[config.mk]
export PLATFORM = sky130hd
export DESIGN_NAME = hangman_datapath_flat
export DESIGN_NICKNAME = d
export VERILOG_FILES = /design/src/rtl/hangman_pkg.sv /design/src/rtl/hangman_datapath_if.sv /design/src/rtl/hangman_word_rom.sv /design/src/rtl/hangman_datapath.sv /design/src/flat_wrapper.sv
export SDC_FILE = /design/constraint.sdc
export NUM_CORES = 1
export LEC_CHECK = 0
export ABC_AREA = 0
export CAP_MARGIN = 40
export CORE_MARGIN = 5
export CORE_UTILIZATION = 55
export CTS_BUF_LIST = sky130_fd_sc_hd__clkbuf_8
export DETAILED_ROUTE_END_ITERATION = 6
export PLACE_DENSITY = 0.86
export SLEW_MARGIN = 20
export SYNTH_ARGS = -nofsm -noshare
export SYNTH_HDL_FRONTEND = slang
export SYNTH_SLANG_ARGS = --single-unit
[constraint.sdc]
create_clock -name clk -period 1.9 [get_ports clk]
set_clock_uncertainty 0.05 [all_clocks]
set_input_delay 0.19 -clock clk [delete_from_list [all_inputs] [get_ports clk]]
set_output_delay 0.19 -clock clk [all_outputs]
set_load 0.05 [all_outputs]
[src/rtl/hangman_pkg.sv]
// -----------------------------------------------------------------------------
// hangman_pkg
// Shared definitions for the blind-hangman datapath:
//   - letter/word geometry (LETTER_W, WORD_LEN, WORD_W) and their types
//   - letter codes LTR_A..LTR_Z (A=1 .. Z=26, 0 = no letter)
//   - guessed-mask operation codes GL_CLR / GL_OR / GL_ALL
//   - the word ROM contents (letter 0 sits in the least-significant slot)
//   - sanitize_letter(): maps invalid codes (0, 27..31) to 0
// No ports (package).
// -----------------------------------------------------------------------------
package hangman_pkg;

    localparam int LETTER_W = 5;
    localparam int WORD_LEN = 5;
    localparam int WORD_W   = LETTER_W * WORD_LEN;

    typedef logic [LETTER_W-1:0] letter_t;
    typedef logic [WORD_W-1:0]   word_t;
    typedef logic [WORD_LEN-1:0] mask_t;

    localparam letter_t LTR_NONE = 5'd0;
    localparam letter_t LTR_A = 5'd1;
    localparam letter_t LTR_B = 5'd2;
    localparam letter_t LTR_C = 5'd3;
    localparam letter_t LTR_D = 5'd4;
    localparam letter_t LTR_E = 5'd5;
    localparam letter_t LTR_F = 5'd6;
    localparam letter_t LTR_G = 5'd7;
    localparam letter_t LTR_H = 5'd8;
    localparam letter_t LTR_I = 5'd9;
    localparam letter_t LTR_J = 5'd10;
    localparam letter_t LTR_K = 5'd11;
    localparam letter_t LTR_L = 5'd12;
    localparam letter_t LTR_M = 5'd13;
    localparam letter_t LTR_N = 5'd14;
    localparam letter_t LTR_O = 5'd15;
    localparam letter_t LTR_P = 5'd16;
    localparam letter_t LTR_Q = 5'd17;
    localparam letter_t LTR_R = 5'd18;
    localparam letter_t LTR_S = 5'd19;
    localparam letter_t LTR_T = 5'd20;
    localparam letter_t LTR_U = 5'd21;
    localparam letter_t LTR_V = 5'd22;
    localparam letter_t LTR_W = 5'd23;
    localparam letter_t LTR_X = 5'd24;
    localparam letter_t LTR_Y = 5'd25;
    localparam letter_t LTR_Z = 5'd26;

    localparam logic [2:0] GL_CLR = 3'd0;
    localparam logic [2:0] GL_OR  = 3'd1;
    localparam logic [2:0] GL_ALL = 3'd2;

    // Words are packed {l4,l3,l2,l1,l0}: the first letter is in bits [4:0].
    localparam word_t WORD_HELLO = {LTR_O, LTR_L, LTR_L, LTR_E, LTR_H};
    localparam word_t WORD_CHIPS = {LTR_S, LTR_P, LTR_I, LTR_H, LTR_C};
    localparam word_t WORD_GATES = {LTR_S, LTR_E, LTR_T, LTR_A, LTR_G};
    localparam word_t WORD_LOGIC = {LTR_C, LTR_I, LTR_G, LTR_O, LTR_L};
    localparam word_t WORD_CLOCK = {LTR_K, LTR_C, LTR_O, LTR_L, LTR_C};
    localparam word_t WORD_ADDER = {LTR_R, LTR_E, LTR_D, LTR_D, LTR_A};
    localparam word_t WORD_RESET = {LTR_T, LTR_E, LTR_S, LTR_E, LTR_R};
    localparam word_t WORD_SHIFT = {LTR_T, LTR_F, LTR_I, LTR_H, LTR_S};

    // Only A..Z are real letters; anything else is stored as "no letter".
    function automatic letter_t sanitize_letter(input logic [LETTER_W-1:0] c);
        return ((c >= LTR_A) && (c <= LTR_Z)) ? c : LTR_NONE;
    endfunction

endpackage

[src/rtl/hangman_datapath_if.sv]
// -----------------------------------------------------------------------------
// hangman_datapath_if
// Bundles the controller <-> datapath signals.
//   master modport (controller side): drives char_in and all s_*/en_* strobes,
//                                     reads status and game state.
//   slave  modport (datapath side):   the reverse.
// Signals:
//   char_in[4:0], s_tries, en_tries, s_guessed_letters[2:0], en_guessed_letters,
//   en_word_index, en_input_char, s_win, en_win, s_lose, en_lose      (to datapath)
//   input_char_eq_word[4:0], guessed_letters_is_done, tries_is_zero, tries[2:0],
//   guessed_letters[4:0], win, lose, word_index[IDX_W-1:0]            (from datapath)
// -----------------------------------------------------------------------------
interface hangman_datapath_if #(
    parameter int IDX_W = 3
);
    logic [4:0]       char_in;
    logic             s_tries;
    logic             en_tries;
    logic [2:0]       s_guessed_letters;
    logic             en_guessed_letters;
    logic             en_word_index;
    logic             en_input_char;
    logic             s_win;
    logic             en_win;
    logic             s_lose;
    logic             en_lose;

    logic [4:0]       input_char_eq_word;
    logic             guessed_letters_is_done;
    logic             tries_is_zero;
    logic [2:0]       tries;
    logic [4:0]       guessed_letters;
    logic             win;
    logic             lose;
    logic [IDX_W-1:0] word_index;

    modport master (
        output char_in, s_tries, en_tries, s_guessed_letters, en_guessed_letters,
               en_word_index, en_input_char, s_win, en_win, s_lose, en_lose,
        input  input_char_eq_word, guessed_letters_is_done, tries_is_zero, tries,
               guessed_letters, win, lose, word_index
    );

    modport slave (
        input  char_in, s_tries, en_tries, s_guessed_letters, en_guessed_letters,
               en_word_index, en_input_char, s_win, en_win, s_lose, en_lose,
        output input_char_eq_word, guessed_letters_is_done, tries_is_zero, tries,
               guessed_letters, win, lose, word_index
    );
endinterface

[src/rtl/hangman_word_rom.sv]
// -----------------------------------------------------------------------------
// hangman_word_rom
// Combinational secret-word table.
// Ports:
//   i_index [IDX_W-1:0]  word number
//   o_word  [24:0]       packed word, first letter in bits [4:0]
// The table holds eight distinct words; larger indices reuse them modulo 8.
// -----------------------------------------------------------------------------
module hangman_word_rom
    import hangman_pkg::*;
#(
    parameter int IDX_W = 3
) (
    input  logic [IDX_W-1:0] i_index,
    output word_t            o_word
);

    logic [2:0] w_sel;

    assign w_sel = 3'(i_index);

    always_comb begin
        o_word = WORD_HELLO;
        case (w_sel)
            3'd0:    o_word = WORD_HELLO;
            3'd1:    o_word = WORD_CHIPS;
            3'd2:    o_word = WORD_GATES;
            3'd3:    o_word = WORD_LOGIC;
            3'd4:    o_word = WORD_CLOCK;
            3'd5:    o_word = WORD_ADDER;
            3'd6:    o_word = WORD_RESET;
            default: o_word = WORD_SHIFT;
        endcase
    end

endmodule

[src/rtl/hangman_datapath.sv]
// -----------------------------------------------------------------------------
// hangman_datapath
// Datapath under the blind-hangman controller: secret word, latched guess,
// revealed-letter mask, tries counter and win/lose flags.
// Ports:
//   clk    system clock
//   rst_n  asynchronous active-low reset
//   dp     hangman_datapath_if.slave (controller strobes in, status out)
// Parameters:
//   MAX_TRIES  value loaded into tries at game start (1..7)
//   NUM_WORDS  word ROM depth (power of two, 2..256)
//   IDX_W      word index width
// Build option:
//   HANGMAN_LFSR_EN  defined   -> word index taken from an 8-bit Fibonacci LFSR
//                                 (x^8+x^6+x^5+x^4+1, seed 8'h01)
//                    undefined -> word index is a free-running up-counter
// -----------------------------------------------------------------------------
module hangman_datapath
    import hangman_pkg::*;
#(
    parameter int MAX_TRIES = 7,
    parameter int NUM_WORDS = 8,
    parameter int IDX_W     = $clog2(NUM_WORDS)
) (
    input  logic              clk,
    input  logic              rst_n,
    hangman_datapath_if.slave dp
);

    logic [IDX_W-1:0] w_gen_idx;
    word_t            w_rom_word;

    word_t            r_word;
    logic [IDX_W-1:0] r_word_index;
    letter_t          r_char;
    mask_t            r_guessed;
    logic [2:0]       r_tries;
    logic             r_win;
    logic             r_lose;

    mask_t            w_eq;
    mask_t            w_guessed_next;
    logic [2:0]       w_tries_next;

    // Free-running index generator; the cycle on which the controller starts
    // a game decides which word is picked.
`ifdef HANGMAN_LFSR_EN
    logic [7:0] r_lfsr;
    logic       w_lfsr_fb;

    assign w_lfsr_fb = r_lfsr[7] ^ r_lfsr[5] ^ r_lfsr[4] ^ r_lfsr[3];

    always_ff @(posedge clk or negedge rst_n) begin
        if (!rst_n) begin
            r_lfsr <= 8'h01;
        end else begin
            r_lfsr <= {r_lfsr[6:0], w_lfsr_fb};
        end
    end

    assign w_gen_idx = r_lfsr[IDX_W-1:0];
`else
    logic [IDX_W-1:0] r_gen_cnt;

    // NUM_WORDS is a power of two, so natural overflow gives the wrap to 0.
    always_ff @(posedge clk or negedge rst_n) begin
        if (!rst_n) begin
            r_gen_cnt <= '0;
        end else begin
            r_gen_cnt <= r_gen_cnt + 1'b1;
        end
    end

    assign w_gen_idx = r_gen_cnt;
`endif

    hangman_word_rom #(
        .IDX_W (IDX_W)
    ) u_rom (
        .i_index (w_gen_idx),
        .o_word  (w_rom_word)
    );

    // Letter comparators: a blank guess (0) never matches, repeated letters
    // light several bits.
    always_comb begin
        w_eq = '0;
        for (int i = 0; i < WORD_LEN; i++) begin
            w_eq[i] = (r_char != LTR_NONE) &&
                      (r_char == r_word[i*LETTER_W +: LETTER_W]);
        end
    end

    // OR-in uses the current (pre-edge) compare, so a guess latched on the
    // same edge or a word swapped on the same edge does not affect it.
    always_comb begin
        w_guessed_next = r_guessed;
        case (dp.s_guessed_letters)
            GL_CLR:  w_guessed_next = '0;
            GL_OR:   w_guessed_next = r_guessed | w_eq;
            GL_ALL:  w_guessed_next = '1;
            default: w_guessed_next = r_guessed;
        endcase
    end

    // Decrement saturates at zero rather than wrapping to 7.
    always_comb begin
        w_tries_next = r_tries;
        if (dp.s_tries) begin
            w_tries_next = 3'(MAX_TRIES);
        end else if (r_tries != 3'd0) begin
            w_tries_next = r_tries - 3'd1;
        end
    end

    always_ff @(posedge clk or negedge rst_n) begin
        if (!rst_n) begin
            r_word       <= WORD_HELLO;
            r_word_index <= '0;
            r_char       <= LTR_NONE;
            r_guessed    <= '0;
            r_tries      <= 3'd0;
            r_win        <= 1'b0;
            r_lose       <= 1'b0;
        end else begin
            if (dp.en_word_index) begin
                r_word       <= w_rom_word;
                r_word_index <= w_gen_idx;
            end
            if (dp.en_input_char) begin
                r_char <= sanitize_letter(dp.char_in);
            end
            if (dp.en_guessed_letters) begin
                r_guessed <= w_guessed_next;
            end
            if (dp.en_tries) begin
                r_tries <= w_tries_next;
            end
            if (dp.en_win) begin
                r_win <= dp.s_win;
            end
            if (dp.en_lose) begin
                r_lose <= dp.s_lose;
            end
        end
    end

    assign dp.input_char_eq_word      = w_eq;
    assign dp.guessed_letters_is_done = &r_guessed;
    assign dp.tries_is_zero           = (r_tries == 3'd0);
    assign dp.tries                   = r_tries;
    assign dp.guessed_letters         = r_guessed;
    assign dp.win                     = r_win;
    assign dp.lose                    = r_lose;
    assign dp.word_index              = r_word_index;

endmodule
[src/flat_wrapper.sv]
// flat-port wrapper written by rule: the top's interface ports become plain ports
module hangman_datapath_flat import hangman_pkg::*;
#(
    parameter int MAX_TRIES = 7,
    parameter int NUM_WORDS = 8,
    parameter int IDX_W     = $clog2(NUM_WORDS)
)
  (clk, rst_n, dp_char_in, dp_s_tries, dp_en_tries, dp_s_guessed_letters, dp_en_guessed_letters, dp_en_word_index, dp_en_input_char, dp_s_win, dp_en_win, dp_s_lose, dp_en_lose, dp_input_char_eq_word, dp_guessed_letters_is_done, dp_tries_is_zero, dp_tries, dp_guessed_letters, dp_win, dp_lose, dp_word_index);
  hangman_datapath_if #(.IDX_W(IDX_W)) dp_i ();
  input  logic clk;
  input  logic rst_n;
  input wire logic [$bits(dp_i.char_in)-1:0] dp_char_in;
  input wire logic [$bits(dp_i.s_tries)-1:0] dp_s_tries;
  input wire logic [$bits(dp_i.en_tries)-1:0] dp_en_tries;
  input wire logic [$bits(dp_i.s_guessed_letters)-1:0] dp_s_guessed_letters;
  input wire logic [$bits(dp_i.en_guessed_letters)-1:0] dp_en_guessed_letters;
  input wire logic [$bits(dp_i.en_word_index)-1:0] dp_en_word_index;
  input wire logic [$bits(dp_i.en_input_char)-1:0] dp_en_input_char;
  input wire logic [$bits(dp_i.s_win)-1:0] dp_s_win;
  input wire logic [$bits(dp_i.en_win)-1:0] dp_en_win;
  input wire logic [$bits(dp_i.s_lose)-1:0] dp_s_lose;
  input wire logic [$bits(dp_i.en_lose)-1:0] dp_en_lose;
  output wire logic [$bits(dp_i.input_char_eq_word)-1:0] dp_input_char_eq_word;
  output wire logic [$bits(dp_i.guessed_letters_is_done)-1:0] dp_guessed_letters_is_done;
  output wire logic [$bits(dp_i.tries_is_zero)-1:0] dp_tries_is_zero;
  output wire logic [$bits(dp_i.tries)-1:0] dp_tries;
  output wire logic [$bits(dp_i.guessed_letters)-1:0] dp_guessed_letters;
  output wire logic [$bits(dp_i.win)-1:0] dp_win;
  output wire logic [$bits(dp_i.lose)-1:0] dp_lose;
  output wire logic [$bits(dp_i.word_index)-1:0] dp_word_index;
  assign dp_i.char_in = dp_char_in;
  assign dp_i.s_tries = dp_s_tries;
  assign dp_i.en_tries = dp_en_tries;
  assign dp_i.s_guessed_letters = dp_s_guessed_letters;
  assign dp_i.en_guessed_letters = dp_en_guessed_letters;
  assign dp_i.en_word_index = dp_en_word_index;
  assign dp_i.en_input_char = dp_en_input_char;
  assign dp_i.s_win = dp_s_win;
  assign dp_i.en_win = dp_en_win;
  assign dp_i.s_lose = dp_s_lose;
  assign dp_i.en_lose = dp_en_lose;
  assign dp_input_char_eq_word = dp_i.input_char_eq_word;
  assign dp_guessed_letters_is_done = dp_i.guessed_letters_is_done;
  assign dp_tries_is_zero = dp_i.tries_is_zero;
  assign dp_tries = dp_i.tries;
  assign dp_guessed_letters = dp_i.guessed_letters;
  assign dp_win = dp_i.win;
  assign dp_lose = dp_i.lose;
  assign dp_word_index = dp_i.word_index;
  hangman_datapath #(.MAX_TRIES(MAX_TRIES), .NUM_WORDS(NUM_WORDS), .IDX_W(IDX_W)) u_core (.clk(clk), .rst_n(rst_n), .dp(dp_i));
endmodule
## Yosys cells after proc, flatten, opt, wreduce, memory -nomap -nowiden

Cells that the tools add are included.

- Logic and storage cells: 47
- Flip-flop bits (word level): 46
- Output and inout port bits: 20
- Input bits: 19

- $add $sub $neg: 2
- Muxes and demuxes: 5
- Eq/ne operators: 13
- Reductions and logical operators: 16
- Magnitude comparators: 2
- Bitwise logic cells: 1

Operators by type and width:

| cell | count |
|---|---|
| one-hot mux 25 bit (7 select lines) | 1 |
| equality test 5 bit | 5 |
| one-hot mux 5 bit (3 select lines) | 1 |
| equality test 3 x 2 -> 1 bit, second input constant | 3 |
| equality test 3 bit, second input constant | 3 |
| zero test 3 bit | 3 |
| equality test 3 x 1 -> 1 bit, second input constant | 2 |
| logical AND 1 bit | 6 |
| two-way mux 3 bit | 2 |
| nonzero test 3 bit | 2 |
| greater-or-equal comparator 5 x 1 -> 1 bit, second input constant | 1 |
| less-or-equal comparator 5 bit, second input constant | 1 |
| two-way mux 5 bit | 1 |
| OR 5 bit | 1 |
| AND reduction 5 bit | 1 |
| nonzero test 5 bit | 1 |
| AND reduction 2 bit | 2 |
| adder 3 x 1 -> 3 bit, second input constant | 1 |
| subtractor 3 x 1 -> 3 bit, second input constant | 1 |
| nonzero test 2 bit | 1 |

## Depth between registers and ports, before layout

- Depth after elaboration: 4
- Mapped depth: 7
- Depth with buffers taken out: 6

## Cells and area by module

From an unflattened synthesis, not the netlist that was laid out.

- Cells, all modules: 223
- Area total of the unflattened synthesis: 2447.3 sq um

By module, submodules not included:

| module | instances | area an instance (sq um) | cells an instance | seq. area each (sq um) |
|---|---|---|---|---|
| hangman_datapath | 1 | 2177.1 | 180 | 1164.9 |
| hangman_word_rom | 1 | 270.3 | 43 | 0.0 |

## Least setup slack after synthesis

OpenSTA, ideal clock, no wires.

- Path kind: register -> register
- Start point: reg u_core.r_char[1]
- End point: reg u_core.r_guessed[4], in the netlist u_core.dp.guessed_letters[4]
- Period minus slack after synthesis: 1734 ps
- Cell stages (with the launch flop): 6
- Path buffers: 1
- Required time: 1724 ps
- Arrival time: 1558 ps
- Setup time: 126 ps
- Path slack: 166 ps
- Cell sequence: dfrtp_1 buf_6 nor4_4 nand2b_2 and4_1 a221o_1

- Longest elaborated chain between the ends: 4
- Elaborated cells on any way between the ends: 5
- Classes of those cells: 1 x eq/ne; 1 x mux; 1 x bitwise; 2 x reduce/logical

RTL lines:

| item | RTL line | source |
|---|---|---|
| from (decl) | hangman_datapath.sv:35 | `letter_t r_char;` |
| from (signal assigned) | hangman_datapath.sv:131 | `r_char <= sanitize_letter(dp.char_in);` |
| equality test 5 bit or nonzero test 5 bit (tied branches) | hangman_datapath.sv:90, hangman_datapath.sv:89 |  |
| logical AND 1 bit (*) | hangman_datapath.sv:89 | `w_eq[i] = (r_char != LTR_NONE) &&` |
| named net dp_input_char_eq_word[4] | flat_wrapper.sv:23 | `output wire logic [$bits(dp_i.input_char_eq_word)-1:0] dp_input_char_eq_word;` |
| OR 5 bit (*) | hangman_datapath.sv:100 | `GL_OR: w_guessed_next = r_guessed \| w_eq;` |
| one-hot mux 5 bit (3 select lines) (*) | hangman_datapath.sv:98 | `case (dp.s_guessed_letters)` |
| to (signal assigned) | hangman_datapath.sv:134 | `r_guessed <= w_guessed_next;` |
| to (decl) | hangman_datapath.sv:36 | `mask_t r_guessed;` |

The timed path passes the listed nets; every way through them passes the cells marked *.
A chain may end at the register's enable or synchronous reset.

## Worst setup path after layout

- Start point: reg u_core.r_char[4]
- End point: out dp_input_char_eq_word[2]

- Longest elaborated chain between the ends: 2
- Elaborated cells on any way between the ends: 3
- Classes of those cells: 1 x eq/ne; 2 x reduce/logical

RTL lines:

| item | RTL line |
|---|---|
| equality test 5 bit or nonzero test 5 bit (tied branches) | hangman_datapath.sv:90, hangman_datapath.sv:89 |
| logical AND 1 bit (*) | hangman_datapath.sv:89 |
| to (decl) | flat_wrapper.sv:23 |

Mark *: on every way between the ends. The rest lies on a longest branch, timed or not.

==> flow_summary_export.csv <==
group,metric,value,unit
run_status,status,"finished, final reports clean",
timing,holdWs,442,ps
routing,detail-route-antenna-nets,0,
cts,ctsLongestPathBuffers,2,
global_routing,grt_pass1_wl,8220,um
routing,wl_per_cell,15.6,um
yosys,syn_area,0.00230,mm^2
yosys,seq_area_frac_synth,48.5,%
cts,worstSkewPairLatency,290,ps
min_path,hp-class,"in -> async",
placed_design,pre_cts_slack,68.7,ps
power,power_density,794,mW/mm^2
floorplan,top_level_ports,39,
cts,path_clk_slew,80,ps
worst_setup_path,endpoint_kind,"output port",
power,irDropWorstVdd,585,uV
global_routing,grt_usage,19.3,%
timing,final_max_slew_viol_count,0,
final_layout,post-route-util,74.9,%
timing,slew_headroom,63.7,%
floorplan,rows,23,
yosys,syn-num-nets,249,
worst_setup_path,slowest_delay,440,ps
worst_setup_path,crit_fanout,3,
run,drv_cap,0,
final_layout,num_antenna_cells,0,
timing,fin_ws,17.3,ps
floorplan,initial_utilization,57.0,%
routing,routed_wl,5050,um
power,p_leak,1.31,nW
floorplan,coreArea,0.00403,mm^2
cts,root_buffer,"clkbuf_8",
worst_setup_path,crit_type,"reg -> out",
final_layout,area_growth,31.3,%
routing,drcViolationCount,0,
floorplan,die_area,0.00557,mm^2
routing,drt_iter0_markers,103,
final_layout,fin_area,0.00302,mm^2
yosys,synth_warnings,0,
yosys,synth_cell_types,43,
worst_setup_path,cp.depth,5,
floorplan,die_y,74.6,um
yosys,synth_top_area_share,37.0,%
final_layout,nNetsFinal,299,
worst_setup_path,slowest_stage,"dfrtp_2",
yosys,synth_area_per_cell,10.3,um^2
timing,setup_violations,0,
routing,vias_per_cell,5.61,
final_layout,final_layout_size_suffix_gt1_share,27.0,%
final_layout,fillers,277,
global_routing,overflow,0,
cts,cts_tree,"yes",
placed_design,io_buffers,38,
timing,worstMarginPinSlew,545,ps
cts,htree_num_levels,2,
worst_setup_path,start_kind,"flop",
routing,vias,1819,
placed_design,postPlaceCellArea,0.00276,mm^2
timing,fin_crit_sh,99.1,%
worst_setup_path,critical_path.top_delay_family,"simple AND/OR/NAND/NOR gates",
power,power.total,0.00240,W
routing,first_pass_iters,5,
yosys,synth_top_area_cell,"dfrtp_1",
worst_setup_path,crit_required,1660,ps
timing,maxClockFrequency,531,MHz
placed_design,dp_hpwl,3460,um
worst_setup_path,cp.arrival,1640,ps
cts,numCtsBuffers,5,
global_routing,grt_max_degree,45,
timing,hold_viol,0,
global_routing,grt_pass1_vias,1793,
yosys,ys_ff_latch,44,
global_routing,antenna_found_initial,0,
placed_design,globalplace.congestion,0.794,
timing,rsz0062_at_grt,"true",
worst_setup_path,reg2reg_depth,6,
cts,clkSinkCount,44,
timing,min_period,1880,ps
yosys,synth_cells,223,
worst_setup_path,path_cells,"buf_6 > nor4_4 > nand2b_2 > and4_4 > buf_12",
yosys,synth_area_leaders,"dfrtp_1 (37%), dfstp_2 (11%), xnor2_1 (5.0%), mux2_2 (4.4%), nor2_1 (3.9%)",
worst_setup_path,cp.buffers_inverters,2,
floorplan,fp.dieW,74.6,um
[logic make-up after synthesis]
kind of cell / synth area share [%]
AO/OA/AOI/OAI: 14.7
multiplexers: 4.85
adder cells (fa/ha/maj): 3.81
AND/OR/NAND/NOR: 14.0
flip-flops: 48.5
buffers and inverters: 5.83
XOR/XNOR: 8.39
[power by group]
part | internal [W] | switching, W | total (W)
Sequential | 0.00103 | 0.0000861 | 0.00112
Clock | 0.000290 | 0.000305 | 0.000595
Combinational | 0.000299 | 0.000386 | 0.000685
Total | 0.00162 | 0.000777 | 0.00240
[cells in the final DEF, fill, tap and decap left out, types with 2 or more instances in the layout]
master / synthesis / routed
nor2b_1: 2 / 2
nand2_1: 10 / 10
mux2_2: 9 / 9
nor3_2: 0 / 3
a21oi_1: 14 / 13
and4_4: 1 / 2
buf_6: 2 / 6
nand4_1: 3 / 3
a21o_1: 2 / 2
buf_4: 0 / 12
nand2b_2: 1 / 2
clkdlybuf4s50_1: 0 / 30
a22o_1: 3 / 3
o21ai_0: 9 / 8
inv_1: 14 / 15
a31oi_1: 9 / 9
a221o_1: 2 / 2
xnor2_1: 13 / 9
nor2_1: 24 / 22
xor2_1: 9 / 9
ha_1: 7 / 7
o211ai_1: 3 / 3
xnor2_2: 0 / 4
o22ai_1: 2 / 2
dfrtp_1: 34 / 29
nand2b_1: 3 / 2
o21a_1: 2 / 2
o22a_1: 3 / 3
dfrtp_2: 0 / 5
buf_12: 0 / 5
nor3b_1: 2 / 2
dfstp_2: 10 / 10
nor3_1: 7 / 4
clkbuf_8: 2 / 6
nor2_2: 0 / 2
[per-stage QoR]
step | TNS, ps | std cells
2_1_floorplan | 0 | 223
3_3_place_gp | 0 | 307
3_5_place_dp | 0 | 307
4_1_cts | 0 | 320
5_1_grt | -241 | 324
6_report | 0 | 324
[metal layers]
metal  share of wire [%]  GRT usage, %  vias up
met5                   0             0        -
met4                 2.2          7.11        0
met3                 5.2          3.47       13
met2                  49          32.7       52
met1                  44          24.7      876
li1                    -             -      878
[synth_stat cells, drive strengths merged]
cell type  number
and2            2
a21o            2
or3             1
nor3b           2
a21oi          14
o22a            3
or2             1
nand3           1
and4            2
xnor2          13
o21ai           9
mux2i           1
dfrtp          34
a22o            4
nand2b          4
dfstp          10
o21a            2
a211oi          1
o22ai           2
o211ai          3
nand2          10
inv            14
nor4            3
xor2            9
o32a            1
nor3            7
a31oi           9
a221o           2
buf             5
nor2b           2
clkbuf          7
mux2            9
nor2           24
ha              7
nand4           3
[flip-flops by register name, indices dropped and copies added, names as in the netlist]
register,cells
u_core.r_word,23
u_core.dp.guessed_letters,5
u_core.r_char,5
u_core.dp.tries,3
u_core.dp.word_index,3
u_core.r_gen_cnt,3
u_core.dp.lose,1
u_core.dp.win,1
[cell type report]
type	count	area, um^2	area share [%]
sequential	44	1120	37.1
tap	50	62.6	2.07
multi-input combinational	153	1110	37.0
clock inverter	2	11.3	0.373
timing repair buffer	55	573	19.0
clock buffer	6	82.6	2.74
inverter	14	52.6	1.74
[worst paths after layout]
check | from | end | slack (ps)
setup / recovery | u_core.r_char[4] | dp_input_char_eq_word[2] | 20
hold / removal | rst_n | u_core.r_char[2] | 440
setup reg to reg | u_core.r_gen_cnt[0] | u_core.r_word[0] | 120
hold reg to reg | u_core.r_word[5] | u_core.r_word[5] | 450
max in group asynchronous | rst_n | u_core.r_char[4] | 970
min in group clk | u_core.r_word[5] | u_core.r_word[5] | 450
[what timing repair did]
action | 4_1_cts | 5_1_grt
hold buffers | 1 | 0
gates resized for setup | 8 | 18
pin swaps | 0 | 12
hold endpoints to repair | 34 | 0
setup buffers | 4 | 4
cloned | 0 | 0
setup endpoints to repair | 5 | 13
[tightest hold or removal path, stage by stage]
cell	delay [ps]
dlygate4sd3_1	520
buf_2	90
buf_4	450
Note: power is estimated with default switching activity, not from simulation.
